<file path="config.mk">
export PLATFORM = sky130hd
export DESIGN_NAME = pipeline_hazard_ctrl_flat
export DESIGN_NICKNAME = d
export VERILOG_FILES = /design/src/rtl/pipeline_hazard_ctrl_pkg.sv /design/src/rtl/pipeline_hazard_ctrl_if.sv /design/src/rtl/pipeline_hazard_ctrl_load_use_detect.sv /design/src/rtl/pipeline_hazard_ctrl.sv /design/src/flat_wrapper.sv
export SDC_FILE = /design/constraint.sdc
export NUM_CORES = 1
export LEC_CHECK = 0
export ABC_CLOCK_PERIOD_IN_PS = 4700
export BUFFER_PORTS_ARGS = -buffer_cell sky130_fd_sc_hd__clkbuf_2
export CAP_MARGIN = 15
export CORE_ASPECT_RATIO = 0.9
export CORE_MARGIN = 10
export CORE_UTILIZATION = 56
export CTS_CLUSTER_SIZE = 25
export DETAILED_ROUTE_END_ITERATION = 12
export MAX_ROUTING_LAYER = met4
export PLACE_DENSITY = 0.88
export SKIP_LAST_GASP = 1
export SLEW_MARGIN = 30
export SYNTH_ARGS = -nofsm -noshare
export SYNTH_HDL_FRONTEND = slang
export SYNTH_SLANG_ARGS = --single-unit
</file>
<file path="constraint.sdc">
create_clock -name clk -period 4.7 [get_ports clk]
set_clock_uncertainty 0.05 [all_clocks]
set_input_delay 0.94 -clock clk [delete_from_list [all_inputs] [get_ports clk]]
set_output_delay 0.94 -clock clk [all_outputs]
set_load 0.05 [all_outputs]
</file>
<file path="src/rtl/pipeline_hazard_ctrl_pkg.sv">
// Shared types and constants for the pipeline hazard / halt sequencer.
// The FSM state encoding, the default drain length and the hard-wired zero register live here.
package pipeline_hazard_ctrl_pkg;

   typedef enum logic [1:0] {
      RUN    = 2'd0,
      DRAIN  = 2'd1,
      HALTED = 2'd2
   } state_t;

   localparam int DRAIN_CYCLES_DEF = 4;
   localparam logic [4:0] REG_ZERO = 5'd0;

endpackage

</file>
<file path="src/rtl/pipeline_hazard_ctrl_if.sv">
// Hazard-control bundle between the pipeline datapath (master) and the sequencer (slave).
interface pipeline_hazard_ctrl_if #(
   parameter int CNT_W = 16
);
   logic             enable;
   logic [4:0]       id_rs;
   logic [4:0]       id_rt;
   logic             id_uses_rt;
   logic             ex_mem_read;
   logic [4:0]       ex_waddr;
   logic             mem_branch;
   logic             mem_zero_flag;
   logic             mem_jump;
   logic             halt_req;
   logic             cnt_clr;
   logic             pc_en;
   logic             ifid_en;
   logic             ifid_flush;
   logic             idex_flush;
   logic             exmem_flush;
   logic             halted;
   logic [CNT_W-1:0] stall_cnt;
   logic [CNT_W-1:0] flush_cnt;

   modport master (
      output enable, id_rs, id_rt, id_uses_rt, ex_mem_read, ex_waddr,
             mem_branch, mem_zero_flag, mem_jump, halt_req, cnt_clr,
      input  pc_en, ifid_en, ifid_flush, idex_flush, exmem_flush,
             halted, stall_cnt, flush_cnt
   );

   modport slave (
      input  enable, id_rs, id_rt, id_uses_rt, ex_mem_read, ex_waddr,
             mem_branch, mem_zero_flag, mem_jump, halt_req, cnt_clr,
      output pc_en, ifid_en, ifid_flush, idex_flush, exmem_flush,
             halted, stall_cnt, flush_cnt
   );
endinterface

</file>
<file path="src/rtl/pipeline_hazard_ctrl_load_use_detect.sv">
// Load-use detector: the EX-stage load writes a register the ID instruction needs next cycle,
// which EX forwarding cannot cover. Writes to $0 never create a dependency.
module pipeline_hazard_ctrl_load_use_detect
   import pipeline_hazard_ctrl_pkg::*;
(
   input  logic [4:0] id_rs,
   input  logic [4:0] id_rt,
   input  logic       id_uses_rt,
   input  logic       ex_mem_read,
   input  logic [4:0] ex_waddr,
   output logic       load_use
);

   logic rs_hit;
   logic rt_hit;

   assign rs_hit   = (ex_waddr == id_rs);
   assign rt_hit   = id_uses_rt && (ex_waddr == id_rt);
   assign load_use = ex_mem_read && (ex_waddr != REG_ZERO) && (rs_hit || rt_hit);

endmodule

</file>
<file path="src/rtl/pipeline_hazard_ctrl.sv">
// Stall/flush/halt sequencer for the 5-stage pipeline: load-use bubbles, wrong-path flushes
// on MEM-resolved redirects, a debug drain-then-park FSM and saturating event counters.
module pipeline_hazard_ctrl
   import pipeline_hazard_ctrl_pkg::*;
#(
   parameter int CNT_W        = 16,
   parameter int DRAIN_CYCLES = DRAIN_CYCLES_DEF
) (
   input  logic                 clk,
   input  logic                 arst,
   pipeline_hazard_ctrl_if.slave hz
);

   localparam int DW = (DRAIN_CYCLES < 1) ? 1 : $clog2(DRAIN_CYCLES + 1);

   state_t        state_reg, state_next;
   logic [DW-1:0] drain_reg, drain_next;
   logic          load_use;
   logic          redirect;
   logic          pc_en, ifid_en, ifid_flush, idex_flush, exmem_flush;
   logic          stall_inc, flush_inc, drain_dec;
   logic [1:0]    cnt_inc;

   pipeline_hazard_ctrl_load_use_detect u_load_use_detect (
      .id_rs       (hz.id_rs),
      .id_rt       (hz.id_rt),
      .id_uses_rt  (hz.id_uses_rt),
      .ex_mem_read (hz.ex_mem_read),
      .ex_waddr    (hz.ex_waddr),
      .load_use    (load_use)
   );

   assign redirect = hz.mem_jump || (hz.mem_branch && hz.mem_zero_flag);

   always_ff @(posedge clk or posedge arst) begin
      if (arst) begin
         state_reg <= RUN;
         drain_reg <= '0;
      end else begin
         state_reg <= state_next;
         drain_reg <= drain_next;
      end
   end

   always_comb begin
      state_next  = state_reg;
      drain_next  = drain_reg;
      pc_en       = 1'b0;
      ifid_en     = 1'b0;
      ifid_flush  = 1'b0;
      idex_flush  = 1'b0;
      exmem_flush = 1'b0;
      stall_inc   = 1'b0;
      flush_inc   = 1'b0;
      drain_dec   = 1'b0;
      if (hz.enable) begin
         case (state_reg)
            RUN: begin
               if (redirect) begin
                  pc_en       = 1'b1;
                  ifid_en     = 1'b1;
                  ifid_flush  = 1'b1;
                  idex_flush  = 1'b1;
                  exmem_flush = 1'b1;
                  flush_inc   = 1'b1;
               end else if (load_use) begin
                  idex_flush  = 1'b1;
                  stall_inc   = 1'b1;
               end else begin
                  pc_en       = 1'b1;
                  ifid_en     = 1'b1;
               end
               if (hz.halt_req) begin
                  state_next = DRAIN;
                  drain_next = DW'(DRAIN_CYCLES);
               end
            end
            DRAIN: begin
               // IF is frozen and feeds bubbles; a redirect still lets pc capture its target.
               if (redirect) begin
                  pc_en       = 1'b1;
                  ifid_en     = 1'b1;
                  ifid_flush  = 1'b1;
                  idex_flush  = 1'b1;
                  exmem_flush = 1'b1;
                  flush_inc   = 1'b1;
                  drain_dec   = 1'b1;
               end else if (load_use) begin
                  idex_flush  = 1'b1;
                  stall_inc   = 1'b1;
               end else begin
                  ifid_en     = 1'b1;
                  ifid_flush  = 1'b1;
                  drain_dec   = 1'b1;
               end
               if (drain_dec) begin
                  drain_next = (drain_reg == '0) ? '0 : drain_reg - DW'(1);
                  if (drain_reg <= DW'(1)) begin
                     state_next = HALTED;
                  end
               end
            end
            HALTED: begin
               if (!hz.halt_req) begin
                  state_next = RUN;
               end
            end
            default: state_next = RUN;
         endcase
      end
   end

   assign cnt_inc = {flush_inc, stall_inc};

   for (genvar gi = 0; gi < 2; gi++) begin : g_cnt
      logic [CNT_W-1:0] cnt_reg;
      always_ff @(posedge clk or posedge arst) begin
         if (arst) begin
            cnt_reg <= '0;
         end else if (hz.cnt_clr) begin
            cnt_reg <= '0;
         end else if (cnt_inc[gi] && (cnt_reg != '1)) begin
            cnt_reg <= cnt_reg + CNT_W'(1);
         end
      end
   end

   assign hz.stall_cnt   = g_cnt[0].cnt_reg;
   assign hz.flush_cnt   = g_cnt[1].cnt_reg;
   assign hz.pc_en       = pc_en;
   assign hz.ifid_en     = ifid_en;
   assign hz.ifid_flush  = ifid_flush;
   assign hz.idex_flush  = idex_flush;
   assign hz.exmem_flush = exmem_flush;
   assign hz.halted      = (state_reg == HALTED);

endmodule

</file>
<file path="src/flat_wrapper.sv">
// flat-port wrapper written by rule: the top's interface ports become plain ports
module pipeline_hazard_ctrl_flat import pipeline_hazard_ctrl_pkg::*;
#(
   parameter int CNT_W        = 16,
   parameter int DRAIN_CYCLES = DRAIN_CYCLES_DEF
)
  (clk, arst, hz_enable, hz_id_rs, hz_id_rt, hz_id_uses_rt, hz_ex_mem_read, hz_ex_waddr, hz_mem_branch, hz_mem_zero_flag, hz_mem_jump, hz_halt_req, hz_cnt_clr, hz_pc_en, hz_ifid_en, hz_ifid_flush, hz_idex_flush, hz_exmem_flush, hz_halted, hz_stall_cnt, hz_flush_cnt);
  pipeline_hazard_ctrl_if #(.CNT_W(CNT_W)) hz_i ();
  input  logic clk;
  input  logic arst;
  input wire logic [$bits(hz_i.enable)-1:0] hz_enable;
  input wire logic [$bits(hz_i.id_rs)-1:0] hz_id_rs;
  input wire logic [$bits(hz_i.id_rt)-1:0] hz_id_rt;
  input wire logic [$bits(hz_i.id_uses_rt)-1:0] hz_id_uses_rt;
  input wire logic [$bits(hz_i.ex_mem_read)-1:0] hz_ex_mem_read;
  input wire logic [$bits(hz_i.ex_waddr)-1:0] hz_ex_waddr;
  input wire logic [$bits(hz_i.mem_branch)-1:0] hz_mem_branch;
  input wire logic [$bits(hz_i.mem_zero_flag)-1:0] hz_mem_zero_flag;
  input wire logic [$bits(hz_i.mem_jump)-1:0] hz_mem_jump;
  input wire logic [$bits(hz_i.halt_req)-1:0] hz_halt_req;
  input wire logic [$bits(hz_i.cnt_clr)-1:0] hz_cnt_clr;
  output wire logic [$bits(hz_i.pc_en)-1:0] hz_pc_en;
  output wire logic [$bits(hz_i.ifid_en)-1:0] hz_ifid_en;
  output wire logic [$bits(hz_i.ifid_flush)-1:0] hz_ifid_flush;
  output wire logic [$bits(hz_i.idex_flush)-1:0] hz_idex_flush;
  output wire logic [$bits(hz_i.exmem_flush)-1:0] hz_exmem_flush;
  output wire logic [$bits(hz_i.halted)-1:0] hz_halted;
  output wire logic [$bits(hz_i.stall_cnt)-1:0] hz_stall_cnt;
  output wire logic [$bits(hz_i.flush_cnt)-1:0] hz_flush_cnt;
  assign hz_i.enable = hz_enable;
  assign hz_i.id_rs = hz_id_rs;
  assign hz_i.id_rt = hz_id_rt;
  assign hz_i.id_uses_rt = hz_id_uses_rt;
  assign hz_i.ex_mem_read = hz_ex_mem_read;
  assign hz_i.ex_waddr = hz_ex_waddr;
  assign hz_i.mem_branch = hz_mem_branch;
  assign hz_i.mem_zero_flag = hz_mem_zero_flag;
  assign hz_i.mem_jump = hz_mem_jump;
  assign hz_i.halt_req = hz_halt_req;
  assign hz_i.cnt_clr = hz_cnt_clr;
  assign hz_pc_en = hz_i.pc_en;
  assign hz_ifid_en = hz_i.ifid_en;
  assign hz_ifid_flush = hz_i.ifid_flush;
  assign hz_idex_flush = hz_i.idex_flush;
  assign hz_exmem_flush = hz_i.exmem_flush;
  assign hz_halted = hz_i.halted;
  assign hz_stall_cnt = hz_i.stall_cnt;
  assign hz_flush_cnt = hz_i.flush_cnt;
  pipeline_hazard_ctrl #(.CNT_W(CNT_W), .DRAIN_CYCLES(DRAIN_CYCLES)) u_core (.clk(clk), .arst(arst), .hz(hz_i));
endmodule
</file>
==> impl_metrics.csv, run 1 <==
group,metric,value,unit
route,drt-met1-wl,2340,µm
placement,pre_cts_ws,1.13,ns
layout,fin_util,0.713,
worst_setup_path,worstPathRequired,3.71,ns
route,vias,2037,
route,dr.first_iter.drc_count,111,
timing,slew_headroom,0.566,
timing,worst_pin_slew,0.651,ns
timing,slew_viol_final,0,
grt,grt_overflow,0,
floorplanning,die_h,79.4,µm
route,top_layer_used,"met4",
synthesis,synth_warnings,0,
clock_network,post-cts-setup-buffers,0,
timing,timing.final.crit_share,0.759,
floorplanning,std_cell_rows,21,
timing,rsz0062_at_grt,"no",
placement,place_inst,352,
route,wl_met3,376,µm
worst_setup_path,cp_top_family,"simple AND/OR/NAND/NOR gates",
timing,tns,0,ns
clock_network,clk_pin_slew,0.07,ns
synthesis,synthTopCellsByArea,"dfrtp_1 (42%), xnor2_1 (6.8%), nor2_1 (6.0%)",
placement,place_congestion,0.833,
grt,antenna_found_initial,0,
synthesis,netlist_area,2200,µm²
clock_network,clkSinkCount,37,
synthesis,yosysTopAreaCellShare,0.421,
job,drv_cap,0,
worst_setup_path,cp-startpoint,"hz_ex_waddr[1]",
worst_setup_path,crit_cells,7,
worst_setup_path,timing.rr.end,"u_core.hz.stall_cnt[9]$_DFFE_PP0P_",
worst_setup_path,crit_path_end,"hz_pc_en",
worst_setup_path,r2r_cells,7,
floorplanning,coreArea,3760,µm²
layout,diodes,0,
synthesis,seq_area_frac_synth,0.421,
clock_network,numCtsBuffers,5,
worst_setup_path,cp-end-kind,"output pin",
worst_setup_path,r2r-start,"u_core.hz.stall_cnt[0]$_DFFE_PP0P_",
timing,setup_violations,0,
route,routed_wl,5400,µm
synthesis,yosysTopAreaCell,"dfrtp_1",
layout,layoutNonFillerInstCount,360,
timing,finalWorstSetupSlack,1.13,ns
worst_setup_path,critPathArrivalTime,2.58,ns
synthesis,avgSynthCellArea,8.93,µm²
hold_path,hold_path.class,"register to register",
floorplanning,die_w,86.0,µm
route,detail-route-antenna-nets,0,
worst_setup_path,slowest_stage,"or4_4",
synthesis,synthCells,246,
timing,period_needed,3.57,ns
pwr,leakagePower,0.00124,µW
clock_network,cts_tree,"done",
synthesis,ys_types,37,
worst_setup_path,startpoint_type,"input port",
timing,hold_violations,0,
worst_setup_path,worst_path_largest_cell_delay,0.54,ns
layout,fill_cells,307,
clock_network,insertion_delay,0.30,ns
grt,grt_pass1_wl,9290,µm
route,drtPass1Iterations,4,
layout,area_growth,21.9,%
clock_network,cts_root_buf,"clkbuf_8",
route,wl_per_cell,15.0,µm
worst_setup_path,crit_path_max_fanout,4,
layout,final_nets,342,
worst_setup_path,path_cells,"clkbuf_2 -> or4_4 -> o21a_1 -> and2_1 -> o21a_1 -> nor2_1 -> clkbuf_2",
layout,drive_gt1_frac,0.252,
synthesis,synth.ff_latch_count,37,
grt,grt_max_degree,38,
timing,max_freq,280,MHz
placement,dp_hpwl,4120,µm
clock_network,ctsResizeCount,0,
floorplanning,pin_count,63,
worst_setup_path,r2r_slack,2.50,ns
pwr,ir_drop,345,µV
synthesis,synthesis.nets,275,
grt,grt_use_total,0.166,
timing,hold_ws,0.500,ns
route,drc,0,
placement,portBuffers,62,
pwr,power_density,340,nW/µm²
clock_network,cts_hold_buffers,0,
route,vias_per_cell,5.66,
worst_setup_path,crit_type,"input port to output pin",
route,wl_met2,2600,µm
clock_network,cts_max_level,2,
floorplanning,die-area,6830,µm²
clock_network,cts_buffer_depth,2,
status,status,"completed",
floorplanning,start_util,0.585,
worst_setup_path,crit_buf_inv,2,
grt,grt_pass1_vias,2088,
[power breakdown]
part | leakage [µW] | total (µW) | internal, µW | switching [µW]
Combinational | 0.000679 | 251 | 86.8 | 164
Sequential | 0.000507 | 374 | 342 | 31.9
Clock | 0.0000585 | 286 | 173 | 113
[cells by family after synthesis]
group,Yosys count,synth area share
xor+xnor,29,0.116
buf+inv,9,0.0154
compound gates,32,0.0871
mux,5,0.0256
flops,37,0.421
fa+ha+maj,4,0.0228
simple gates,130,0.312
[synthesized netlist by cell type]
| cell type | n |
|---|---|
| ha_1 | 4 |
| nand4_1 | 15 |
| mux2_4 | 1 |
| and2_1 | 4 |
| a21oi_1 | 11 |
| nor2b_1 | 4 |
| or4_4 | 1 |
| clkbuf_1 | 3 |
| mux2i_1 | 3 |
| o21ai_0 | 11 |
| a21o_1 | 2 |
| mux2_2 | 1 |
| nor2_1 | 35 |
| a21oi_2 | 1 |
| nor4bb_1 | 1 |
| and3_4 | 1 |
| dfrtp_1 | 37 |
| xnor2_1 | 17 |
| nor4_2 | 1 |
| inv_1 | 6 |
| o2111ai_1 | 1 |
| and3_1 | 4 |
| nand3_1 | 13 |
| a31oi_1 | 2 |
| o21a_1 | 2 |
| nand2_1 | 24 |
| and2b_1 | 1 |
| and4_1 | 3 |
| nor4b_4 | 1 |
| nor3_1 | 8 |
| xor2_1 | 12 |
| nor4_1 | 1 |
| o22ai_2 | 1 |
| or2_2 | 1 |
| o41ai_1 | 1 |
| or3_1 | 8 |
| nand2b_1 | 4 |
[how the worst min path moves through the flow]
stage	depth (start not counted)	from	slack, ns	end
after floorplan	2	u_core.state_reg[1]$_DFFE_PP0P_	0.44	u_core.state_reg[1]$_DFFE_PP0P_
after global placement	1	u_core.drain_reg[1]$_DFFE_PP0P_	0.49	u_core.state_reg[1]$_DFFE_PP0P_
after detailed placement	1	u_core.drain_reg[1]$_DFFE_PP0P_	0.49	u_core.state_reg[1]$_DFFE_PP0P_
after CTS	1	u_core.drain_reg[1]$_DFFE_PP0P_	0.50	u_core.state_reg[1]$_DFFE_PP0P_
after global routing	1	u_core.drain_reg[1]$_DFFE_PP0P_	0.52	u_core.state_reg[1]$_DFFE_PP0P_
final	1	u_core.drain_reg[1]$_DFFE_PP0P_	0.50	u_core.state_reg[1]$_DFFE_PP0P_
[cell usage in the layout (no fill, tap or decap), types with 2 or more instances in the layout]
master,count
xor2_1,12
nor2_1,35
mux2i_1,3
a21o_1,2
and3_1,4
nand2_1,24
nand4_1,15
dfrtp_1,37
inv_1,6
a31oi_1,2
and4_1,3
nor3_1,8
clkbuf_2,62
nand3_1,13
a21oi_1,11
o21a_1,2
o21ai_0,11
xnor2_1,17
clkbuf_8,6
nor2b_1,4
or3_1,8
nand2b_1,4
ha_1,4
and2_1,4
[routing by layer]
layer,global-route usage,vias to the layer above
li1,-,1008
met1,0.186,960
met2,0.273,60
met3,0.0561,9
met4,0.0526,0
met5,-,-
[cell type report]
cell class                      instances  area [µm²]  share of cell area
Clock buffer                            7        86.3              0.0322
Clock inverter                          1        30.0              0.0112
Inverter                                6        22.5             0.00841
Multi-Input combinational cell        200        1240               0.462
Sequential cell                        37         926               0.346
Tap cell                               46        57.6              0.0215
Timing Repair Buffer                   63         318               0.119
[metrics by stage]
step | total power [µW] | area, µm²
finish | 911 | 2680
global route | 957 | 2680
CTS | 917 | 2680
detailed placement | 632 | 2560
global placement | 623 | 2560
floorplan | 565 | 2200
No activity file was read; power rests on OpenSTA's default activity.
==> run 2, diff against run 1 <==
- ABC_CLOCK_PERIOD_IN_PS: 4700 -> 3500
- CORE_UTILIZATION: 56 -> 52
- PLACE_DENSITY: 0.88 -> 0.83
- clock period: 4.7 -> 3.5 ns (I/O delays scaled with it)
==> impl_metrics.csv, run 2 (same netlist as run 1, synthesis figures left out) <==
group,metric,value,unit
pwr,power_density,428,nW/µm²
job,drv_cap,0,
floorplanning,die-area,7230,µm²
status,status,"completed",
route,detail-route-antenna-nets,0,
timing,slew_headroom,0.557,
route,vias,2015,
timing,rsz0062_at_grt,"no",
placement,place_congestion,0.849,
worst_setup_path,worstPathRequired,2.75,ns
worst_setup_path,r2r-start,"u_core.hz.stall_cnt[0]$_DFFE_PP0P_",
worst_setup_path,startpoint_type,"input port",
clock_network,insertion_delay,0.29,ns
worst_setup_path,r2r_slack,1.26,ns
floorplanning,start_util,0.539,
clock_network,post-cts-setup-buffers,0,
placement,portBuffers,62,
layout,drive_gt1_frac,0.252,
layout,layoutNonFillerInstCount,362,
layout,multi_input_area,1240,µm²
clock_network,cts_tree,"done",
layout,diodes,0,
timing,setup_violations,0,
clock_network,cts_max_level,2,
clock_network,ctsResizeCount,0,
route,vias_per_cell,5.57,
grt,grt_overflow,0,
route,dr.first_iter.drc_count,95,
grt,grt_max_degree,38,
hold_path,hold_path.class,"input port to async pin",
layout,final_cell_mix,"clkbuf_2 (62), dfrtp_1 (37), nor2_1 (35), nand2_1 (24), xnor2_1 (17)",
layout,final_common_cell,"clkbuf_2",
floorplanning,coreArea,4070,µm²
worst_setup_path,crit_type,"input port to output pin",
pwr,ir_drop,288,µV
timing,max_freq,327,MHz
timing,worst_pin_slew,0.665,ns
floorplanning,std_cell_rows,22,
route,wl_per_cell,14.6,µm
timing,period_needed,3.06,ns
timing,slew_viol_final,0,
clock_network,cts_root_buf,"clkbuf_8",
worst_setup_path,critPathArrivalTime,2.31,ns
worst_setup_path,path_cells,"clkbuf_2 -> or4_4 -> o21a_1 -> and2_1 -> o21a_1 -> nor2_1 -> clkbuf_2",
worst_setup_path,worst_path_largest_cell_delay,0.54,ns
clock_network,clkSinkCount,37,
layout,final_nets,343,
layout,area_growth,21.0,%
grt,grt_use_total,0.158,
worst_setup_path,timing.rr.end,"u_core.hz.stall_cnt[9]$_DFFE_PP0P_",
timing,timing.final.crit_share,0.875,
grt,grt_pass1_vias,1975,
worst_setup_path,cp-end-kind,"output pin",
pwr,leakagePower,0.00124,µW
grt,antenna_found_initial,0,
route,drtPass1Iterations,4,
clock_network,numCtsBuffers,5,
worst_setup_path,crit_path_max_fanout,4,
grt,grt_pass1_wl,8980,µm
timing,tns,0,ns
floorplanning,die_h,81.7,µm
placement,place_inst,355,
worst_setup_path,slowest_stage,"or4_4",
worst_setup_path,r2r_cells,7,
timing,hold_ws,0.429,ns
floorplanning,die_w,88.5,µm
placement,dp_hpwl,4060,µm
layout,regArea,926,µm²
clock_network,cts_buffer_depth,2,
route,routed_wl,5270,µm
clock_network,clk_pin_slew,0.07,ns
timing,hold_violations,0,
layout,fill_cells,350,
clock_network,cts_hold_buffers,0,
route,drc,0,
floorplanning,pin_count,63,
run 2: power by group:
part | leakage [µW] | internal [µW] | total [µW] | switching, µW
clock | 0.0000443 | 156 | 300 | 144
sequential | 0.000507 | 460 | 503 | 42.7
combinational | 0.000684 | 117 | 334 | 217
total | 0.00124 | 733 | 1140 | 403
run 2: critical path: cells and delay by family:
| kind | cells | cell delay, ns |
|---|---|---|
| buffers and inverters | 2 | 0.39 |
| AO/OA/AOI/OAI | 2 | 0.39 |
| AND/OR/NAND/NOR | 3 | 0.82 |
run 2: routing by layer:
metal  vias up  GRT usage  wire length (µm)
met5         -          -                 0
met4         0     0.0629                66
met3         6     0.0415               395
met2        59      0.255              2510
met1       950      0.185              2300
li1       1000          -                 -
run 2: cell type report:
| class | instances | area share |
|---|---|---|
| sequential | 37 | 0.348 |
| tap | 48 | 0.0226 |
| timing repair buffer | 64 | 0.122 |
| inverter | 6 | 0.00847 |
| clock buffer | 7 | 0.0325 |
| multi-input combinational | 200 | 0.466 |
run 2: stage by stage:
| stage | area [µm²] | total power [µW] | utilization | worst slack [ns] |
|---|---|---|---|---|
| floorplan | 2200 | 759 | - | 0.0295 |
| global placement | 2570 | 838 | 0.631 | 0.459 |
| detailed placement | 2570 | 846 | 0.631 | 0.438 |
| CTS | 2660 | 1150 | 0.652 | 0.432 |
| global route | 2660 | 1200 | 0.652 | 0.338 |
| finish | 2660 | 1140 | 0.652 | 0.438 |
run 2: worst max path at each step:
stage | depth (start not counted) | from | end | slack [ns]
after floorplan | 4 | hz_ex_waddr[1] | hz_ifid_flush | 0.03
after global placement | 7 | hz_ex_waddr[1] | hz_pc_en | 0.46
after detailed placement | 7 | hz_ex_waddr[1] | hz_pc_en | 0.44
after CTS | 7 | hz_ex_waddr[1] | hz_pc_en | 0.43
after global routing | 7 | hz_ex_waddr[1] | hz_pc_en | 0.34
final | 7 | hz_ex_waddr[1] | hz_pc_en | 0.44
==> run 3, diff against run 2 <==
- ABC_AREA: unset -> 1
- ABC_CLOCK_PERIOD_IN_PS: 3500 -> unset
- CORE_UTILIZATION: 52 -> 54
==> impl_metrics.csv, run 3 <==
group,metric,value,unit
layout,final_common_cell,"nand2_1",
floorplanning,std_cell_rows,23,
worst_setup_path,worst_path_largest_cell_delay,0.29,ns
timing,setup_violations,0,
timing,timing.final.crit_share,0.723,
synthesis,synth_warnings,0,
route,vias_per_cell,5.12,
job,drv_cap,0,
synthesis,ys_types,32,
grt,antenna_found_initial,0,
synthesis,yosysTopAreaCell,"dfrtp_1",
status,status,"completed",
clock_network,clk_pin_slew,0.08,ns
floorplanning,die_h,85.8,µm
clock_network,clkSinkCount,37,
clock_network,insertion_delay,0.30,ns
clock_network,ctsResizeCount,0,
worst_setup_path,r2r_slack,1.50,ns
floorplanning,coreArea,4550,µm²
synthesis,seq_area_frac_synth,0.356,
timing,period_needed,2.53,ns
synthesis,synth_edf_count,0,
synthesis,synthCells,369,
synthesis,yosys.cell_count.top_type,"nand2_1",
floorplanning,die_w,93.1,µm
pwr,p_seq_frac,0.379,
synthesis,yosys_most_used_dff,"dfrtp_1",
clock_network,cts_root_buf,"clkbuf_8",
grt,grt_pass1_wl,10500,µm
layout,final_nets,462,
worst_setup_path,worstPathRequired,2.75,ns
route,wl_per_cell,12.5,µm
clock_network,cts_hold_buffers,0,
layout,regArea,926,µm²
synthesis,yosysTopAreaCellShare,0.356,
pwr,p_sw_frac,0.359,
clock_network,cts_tree,"done",
grt,grt_max_degree,38,
floorplanning,die-area,7990,µm²
worst_setup_path,crit_type,"input port to output pin",
timing,tns,0,ns
grt,grt_pass1_vias,2382,
clock_network,cts_buffer_depth,2,
placement,place_congestion,0.890,
layout,design_area,3090,µm²
worst_setup_path,r2r-start,"u_core.hz.flush_cnt[0]$_DFFE_PP0P_",
pwr,power.total,1330,µW
layout,multi_input_area,1420,µm²
route,detail-route-antenna-nets,0,
grt,grt_use_total,0.161,
layout,fill_cells,403,
floorplanning,pin_count,63,
synthesis,yosys-top-cells-count,"nand2_1 (94), inv_1 (44), nand3_1 (44)",
synthesis,synthTopCellsByArea,"dfrtp_1 (36%), nand2_1 (14%), nand3_1 (8.5%)",
route,routed_wl,6190,µm
layout,diodes,0,
clock_network,numCtsBuffers,5,
clock_network,cts_max_level,2,
route,dr.first_iter.drc_count,229,
synthesis,avgSynthCellArea,7.04,µm²
worst_setup_path,path_cells,"clkbuf_2 -> inv_2 -> nand3_1 -> o21ai_1 -> inv_2 -> nand3_4 -> nand2_1 -> a21oi_1 -> clkbuf_2",
pwr,ir_drop,255,µV
timing,slew_headroom,0.678,
timing,rsz0062_at_grt,"no",
grt,grt_overflow,0,
placement,portBuffers,62,
timing,slew_viol_final,0,
worst_setup_path,r2r_cells,9,
placement,dpl-instance-area,2960,µm²
timing,finalWorstSetupSlack,0.971,ns
synthesis,async_flop_share,1.00,
layout,final_cell_mix,"nand2_1 (94), clkbuf_2 (62), inv_1 (44), nand3_1 (44), dfrtp_1 (37)",
hold_path,hold_path.class,"input port to async pin",
clock_network,post-cts-setup-buffers,0,
worst_setup_path,timing.rr.end,"u_core.hz.flush_cnt[12]$_DFFE_PP0P_",
worst_setup_path,crit_path_max_fanout,5,
timing,hold_violations,0,
layout,drive_gt1_frac,0.251,
pwr,leakagePower,0.00170,µW
worst_setup_path,slowest_stage,"clkbuf_2",
worst_setup_path,critPathArrivalTime,1.78,ns
worst_setup_path,startpoint_type,"input port",
pwr,pwr-share-clk,0.334,
synthesis,netlist_area,2600,µm²
floorplanning,start_util,0.572,
worst_setup_path,cp-end-kind,"output pin",
timing,max_freq,395,MHz
pwr,power.internal,851,µW
pwr,comb_power_share,0.287,
synthesis,synthesis.nets,398,
pwr,p_sw,477,µW
route,vias,2540,
synthesis,synth.ff_latch_count,37,
pwr,power_density,430,nW/µm²
layout,area_growth,18.9,%
placement,dp_hpwl,4740,µm
timing,worst_pin_slew,0.481,ns
placement,pre_cts_ws,0.968,ns
route,drtPass1Iterations,5,
route,drc,0,
## run 3: changes by cell type after synthesis, moves of 5 or more
cell     delta
nand2_1    +70
inv_1      +38
nand3_1    +31
xnor2_1    -15
inv_2       +9
nand3_2     +9
or3_1       -8
nand4_1     -6
o21ai_1     +6
nand2_2     +5
nor3_1      +5
## run 3: cell families (layout without fill, tap and decap cells)
family,after synthesis,after routing,synth area share
and+or+nand+nor,219,219,0.409
buffers and inverters,61,126,0.0968
DFF,37,37,0.356
AOI/OAI and AO/OA,35,35,0.0746
xor gates and xnor gates,13,13,0.0438
adders and majority gates,4,4,0.0193
## run 3: metal layers
metal  part of all wire  wire [µm]  track usage  up-vias
met5                  0          0            -        -
met4             0.0098         61       0.0378        0
met3              0.059        366       0.0375        8
met2               0.48       2980        0.271       70
met1               0.45       2780        0.191     1147
li1                   -          -            -     1315
## run 3: worst max-delay path, delay by kind of cell
family / cells / cell delay (ns)
AOI/OAI and AO/OA: 2 / 0.26
buffers and inverters: 4 / 0.53
and+or+nand+nor: 3 / 0.27
## run 3: layout make-up
class,count,share of cell area
Inverter,53,0.0644
Tap cell,62,0.0251
Sequential cell,37,0.300
Timing Repair Buffer,65,0.108
Clock buffer,5,0.0223
Multi-Input combinational cell,271,0.460
Clock inverter,3,0.0211
## run 3: power groups by stage
stage	Combinational, µW	Sequential [µW]	Clock, µW
CTS	383	503	452
global route	429	511	469
global placement	372	510	0
floorplan	275	523	0
finish	381	503	444
detailed placement	382	511	0
## run 3: worst max-delay path by stage
stage / endpoint / slack [ns] / from
2_1_floorplan: hz_pc_en / 0.78 / hz_ex_waddr[4]
3_3_place_gp: hz_pc_en / 0.99 / hz_ex_waddr[4]
3_5_place_dp: hz_pc_en / 0.97 / hz_ex_waddr[4]
4_1_cts: hz_pc_en / 0.97 / hz_ex_waddr[4]
5_1_grt: hz_idex_flush / 0.81 / hz_ex_waddr[0]
6_report: hz_pc_en / 0.97 / hz_ex_waddr[4]
## run 3: per-stage QoR
step	cells	hold WS (ns)	utilization
floorplan	369	0.431	-
global placement	488	0.463	0.650
detailed placement	488	0.463	0.650
CTS	496	0.442	0.680
global route	496	0.479	0.680
finish	496	0.415	0.680
